===== src/rtl/pipeline_hazard_unit.sv =====
// pipeline_hazard_unit
//   Tracks in-flight register writers behind ID and decides, every cycle,
//   whether the instruction in ID must stall, whether IF/ID must be flushed
//   after a redirect, and (optionally) from which stage each source operand
//   should be forwarded.
//
//   Build option: define HAZARD_FORWARDING_EN to enable operand forwarding.
//   Without it fwd_*_sel are tied to 0 and ID waits for the producer to reach
//   WB (the register file is write-through, so WB is visible to ID).
//
// Ports
//   clk, reset            clock, asynchronous active-low reset
//   id_valid              ID holds a real instruction
//   id_rs/id_rt           source register addresses
//   id_uses_rs/id_uses_rt source actually read
//   id_reg_write          ID instruction writes id_dest
//   id_mem_read           ID instruction is a load
//   id_dest               ID destination register
//   redirect              taken branch/jump resolved this cycle
//   stall                 hold PC and IF/ID, bubble into EX
//   flush                 squash IF/ID
//   fwd_rs_sel/fwd_rt_sel 0 = register file, k+1 = result of scoreboard entry k
//   stall_count           saturating count of stall cycles

module pipeline_hazard_unit #(
    parameter int DEPTH        = 3,  // entry 0 = EX ... entry DEPTH-1 = WB
    parameter int REG_W        = 5,
    parameter int FLUSH_CYCLES = 2,
    parameter int SEL_W        = 3
) (
    input  logic             clk,
    input  logic             reset,
    input  logic             id_valid,
    input  logic [REG_W-1:0] id_rs,
    input  logic [REG_W-1:0] id_rt,
    input  logic             id_uses_rs,
    input  logic             id_uses_rt,
    input  logic             id_reg_write,
    input  logic             id_mem_read,
    input  logic [REG_W-1:0] id_dest,
    input  logic             redirect,
    output logic             stall,
    output logic             flush,
    output logic [SEL_W-1:0] fwd_rs_sel,
    output logic [SEL_W-1:0] fwd_rt_sel,
    output logic [15:0]      stall_count
);

    localparam int CNT_W = 3;  // holds FLUSH_CYCLES up to 7

    typedef struct packed {
        logic             valid;
        logic             regWrite;
        logic             memRead;
        logic [REG_W-1:0] dest;
    } sbEntry_t;

    sbEntry_t [DEPTH-1:0] sb;
    logic [CNT_W-1:0]     flushCnt;
    logic [DEPTH-1:0]     rsMatch;
    logic [DEPTH-1:0]     rtMatch;
    logic                 hazard;

    // The retiring entry's load flag is never consulted.
    logic unusedRetireMemRead;
    assign unusedRetireMemRead = sb[DEPTH-1].memRead;

    // Per-entry source compare; register 0 never matches.
    generate
        for (genvar k = 0; k < DEPTH; k++) begin : gMatch
            assign rsMatch[k] = sb[k].valid && sb[k].regWrite && id_uses_rs &&
                                (id_rs != '0) && (sb[k].dest == id_rs);
            assign rtMatch[k] = sb[k].valid && sb[k].regWrite && id_uses_rt &&
                                (id_rt != '0) && (sb[k].dest == id_rt);
        end
    endgenerate

    assign flush = (flushCnt != '0);
    // Flush wins over stall: the instruction in ID is being squashed anyway.
    assign stall = id_valid && !flush && hazard;

`ifdef HAZARD_FORWARDING_EN
    logic             rsHit, rtHit;
    logic [SEL_W-1:0] rsIdx, rtIdx;

    // Scan oldest to youngest so the lowest matching entry wins.
    always_comb begin
        rsHit = 1'b0;
        rtHit = 1'b0;
        rsIdx = '0;
        rtIdx = '0;
        for (int k = DEPTH - 1; k >= 0; k--) begin
            if (rsMatch[k]) begin
                rsHit = 1'b1;
                rsIdx = SEL_W'(k);
            end
            if (rtMatch[k]) begin
                rtHit = 1'b1;
                rtIdx = SEL_W'(k);
            end
        end
    end

    // Only a load still in EX cannot be forwarded: its data arrives a stage late.
    assign hazard = (rsHit && (rsIdx == '0) && sb[0].memRead) ||
                    (rtHit && (rtIdx == '0) && sb[0].memRead);

    assign fwd_rs_sel = (stall || flush || !rsHit) ? '0 : rsIdx + SEL_W'(1);
    assign fwd_rt_sel = (stall || flush || !rtHit) ? '0 : rtIdx + SEL_W'(1);
`else
    // No bypass network: wait until the producer reaches WB.
    assign hazard     = (|rsMatch[DEPTH-2:0]) || (|rtMatch[DEPTH-2:0]);
    assign fwd_rs_sel = '0;
    assign fwd_rt_sel = '0;
`endif

    always_ff @(posedge clk or negedge reset) begin
        if (!reset) begin
            sb          <= '0;
            flushCnt    <= '0;
            stall_count <= '0;
        end else begin
            for (int k = DEPTH - 1; k > 0; k--) begin
                sb[k] <= sb[k-1];
            end
            if (id_valid && !stall && !flush) begin
                sb[0] <= {1'b1, id_reg_write, id_mem_read, id_dest};
            end else begin
                sb[0] <= '0;
            end

            // A redirect restarts the window rather than extending it.
            if (redirect) begin
                flushCnt <= CNT_W'(FLUSH_CYCLES);
            end else if (flushCnt != '0) begin
                flushCnt <= flushCnt - 1'b1;
            end

            if (stall && (stall_count != 16'hFFFF)) begin
                stall_count <= stall_count + 16'd1;
            end
        end
    end

endmodule


===== config.mk =====
export PLATFORM = sky130hd
export DESIGN_NAME = pipeline_hazard_unit
export DESIGN_NICKNAME = d
export VERILOG_FILES = /design/src/rtl/pipeline_hazard_unit.sv
export SDC_FILE = /design/constraint.sdc
export NUM_CORES = 1
export LEC_CHECK = 0
export BUFFER_PORTS_ARGS = -buffer_cell sky130_fd_sc_hd__buf_2
export CORE_MARGIN = 2
export CORE_UTILIZATION = 45
export DETAILED_ROUTE_END_ITERATION = 8
export PLACE_DENSITY = 0.71
export SLEW_MARGIN = 25
export SYNTH_ARGS = -nofsm -noshare
export SYNTH_HDL_FRONTEND = slang
export SYNTH_SLANG_ARGS = --single-unit
export TNS_END_PERCENT = 100

===== constraint.sdc =====
create_clock -name clk -period 2.7 [get_ports clk]
set_input_delay 0.675 -clock clk [delete_from_list [all_inputs] [get_ports clk]]
set_output_delay 0.675 -clock clk [all_outputs]
set_load 0.005 [all_outputs]

==> summary.txt <==
Synth
  – Top cell type by total area after synthesis: dfrtp_1
  – Register bit count reported by yosys: 33
  – Post-synthesis compound-gate area fraction: 6.604%
  – Average size of a mapped cell: 11.05 sq um
  – Yosys cell types: 33
  – Post-synth top area share: 47.90%
  – Mapped cell area: 0.001724 sq mm
  – Mapped Cells: 156
  – Yosys warning total: 0
  – Main area contributors after synthesis: dfrtp_1 (48%), xor2_1 (14%), nor2_1 (3.0%), buf_4 (2.6%), xnor2_1 (2.5%)
  – Mux contribution to synthesized area: 3.193%
  – Area share of fa/ha/maj cells after synthesis: 2.177%
  – Largest family of logic cells by synthesized area: simple AND/OR/NAND/NOR gates
  – Simple-Gate Fraction of Synth Area: 19.88%
  – Sequential element share of the synthesized area: 47.90%
  – XOR/XNOR Fraction of Synth Area: 16.76%

Critical path
  – Crit Path Class: primary input to primary output
  – R2r startpoint: flushCnt[0]
  – Worst Path Required: 2.03 ns
  – Crit Path Max Fanout: 3
  – Crit start category: primary input
  – Flop2flop setup slack: 0.49 ns
  – FF-to-FF End: stall_count[1]
  – Crit end category: primary output
  – WP data arrival: 1.91 ns
  – Worst reg2reg path depth: 7

STA
  – Worst setup slack after layout: 0.1183 ns
  – RSZ-0062 raised after global routing: false
  – Slew headroom: 51.89%
  – Setup TNS: 0 ns
  – Setup Viol. Count Final: 0
  – Slew Viols, Final: 0
  – Final hold slack: 0.3682 ns
  – Final Hold Violating Endpoints: 0
  – Fmax: 387.3 MHz
  – Final min period: 2.582 ns
  – Fin crit share: 95.62%
  – Least-Margin Pin Slew: 0.7217 ns
  – Clock Skew: 0.007937 ns

Hold path
  – Worst min-delay path category: register to register
  – Worst Hold Endpoint: sb[15]
  – Hold Crit Depth: 0
  – Hold Path Origin: sb[7]

Clocking
  – Inserted Clock Buffers: 5
  – Cts hold-fix bufs: 0
  – TritonCTS clock tree: yes
  – Clk slew on worst S/H paths: 0.07 ns
  – Clock sink count: 33
  – Number of gates resized after cts: 0
  – Later-pin clock latency in the skew report: 0.28 ns
  – Setup bufs post-CTS: 0
  – Longest Clk Path Bufs: 2
  – Clock root buffer: clkbuf_8
  – H-Tree Depth: 2

Power
  – Pwr/cell area: 612.5 mW/mm^2
  – Worst vdd ir: 0.3510 mV
  – Total power: 1.272 mW
  – Leak Pwr: 1.088 nW

Layout
  – Antenna diodes: 0
  – Finished Layout Cells: 251
  – Most frequent cells in the layout: buf_2 (39), dfrtp_1 (33), xor2_1 (28), nor2_1 (14), nand2_1 (11)
  – Most common cell after layout, fill and taps aside: buf_2
  – Share of cells above drive strength 1: 31.03%
  – Layout fillers: 318
  – Synthesis-to-finish area growth: 20.46%
  – Final core occ: 56.73%
  – Finished Cell Area: 0.002077 sq mm
  – Layout Nets: 228

Floorplanning
  – # rows: 22
  – Die width: 65.90 um
  – DIE HEIGHT: 65.90 um
  – I/O pin cnt: 47
  – Die area: 0.004343 sq mm
  – Core area: 0.003661 sq mm
  – Initial core utilization: 47.10%

GRT
  – GRT Total Usage: 17.77%
  – Antenna violations before repair: 0
  – GR Overflow Total: 0
  – Vias in the first global route: 1,347
  – First-pass GRT wire length: 5.789 mm
  – Pin count of the biggest net entering global routing: 34

Placement
  – Cell Area, Placed: 0.001961 sq mm
  – Detailed Place HPWL: 2.641 mm
  – Post-Place Cells: 243
  – Place WS: 0.1131 ns
  – GPL Wtd Cong: 0.7598
  – PortBufs: 39

Drt
  – Via count: 1,244
  – Final ANT Viol Nets: 0
  – First drt pass iteration count: 4
  – Final WL: 3.437 mm
  – Residual DRC: 0
  – Average wire per standard cell: 13.69 um
  – Iteration-0 DRC Markers: 21
  – Vias per std cell: 4.956

Status
  – Status: completed

Flow run
  – Number of max-cap violations: 0
==> report_power, final <==
part,total (mW),leakage (nW),switching [mW],internal [mW]
combinational,0.222,0.577,0.119,0.103
clock,0.472,0.0585,0.171,0.301
sequential,0.578,0.453,0.0355,0.542
==> synth_stat cells, drive strengths merged <==
cell type / instances
nand2: 11
nor2: 15
a22oi: 2
conb: 1
nand4: 3
mux2i: 1
a211o: 1
inv: 3
and2: 6
nor3: 3
and3: 4
mux2: 4
nand2b: 1
o21ai: 3
or4: 2
nor4: 5
and4: 1
a311o: 2
o22ai: 2
buf: 6
xnor2: 5
dfrtp: 33
ha: 3
xor2: 28
nand3: 7
o22a: 1
nor2b: 3
==> cell type report <==
type,instances,area (sq um),share of cell area (%)
Multi-Input combinational cell,119,860.8,41.45
Sequential cell,33,825.8,39.76
Timing Repair Buffer,40,202.7,9.759
Clock buffer,7,86.33,4.157
Tap cell,48,60.06,2.892
Clock inverter,1,30.03,1.446
Inverter,3,11.26,0.5422
==> how the worst max path moves through the flow <==
stage,from,to,cells past startpoint
after CTS,id_rt[0],stall,6
after global placement,id_rt[0],stall,6
after floorplan,id_rt[3],stall,5
final,id_rt[0],stall,6
after global routing,id_rt[3],stall,7
after detailed placement,id_rt[0],stall,6
==> critical path, stage by stage <==
cell,delay (ns)
buf_2,0.12
or4_1,0.55
o21ai_2,0.18
o22ai_2,0.11
nor2b_1,0.14
buf_2,0.13
==> flip-flops by register name, summed over array words and instances (netlist names) <==
register	flops
stall_count	16
flushCnt	3
sb	14
==> cell families (layout without fill, tap and decap cells) <==
| family | count (synthesis) | count (layout) |
|---|---|---|
| other cells | 1 | 6 |
| compound gates | 11 | 11 |
| simple gates | 61 | 61 |
| fa+ha+maj | 3 | 3 |
| mux | 5 | 5 |
| flops | 33 | 33 |
| buf+inv | 9 | 51 |
| xor+xnor | 33 | 33 |
==> metal layers <==
layer / share of wire, % / wire, um / vias to the layer above / global-route usage (%)
li1: - / - / 612 / -
met1: 46 / 1588 / 598 / 22.10
met2: 47 / 1615 / 31 / 28.66
met3: 5.9 / 203 / 3 / 6.303
met4: 0.84 / 29 / 0 / 5.990
met5: 0 / 0 / - / 0
(Power assumes the default switching activity.)
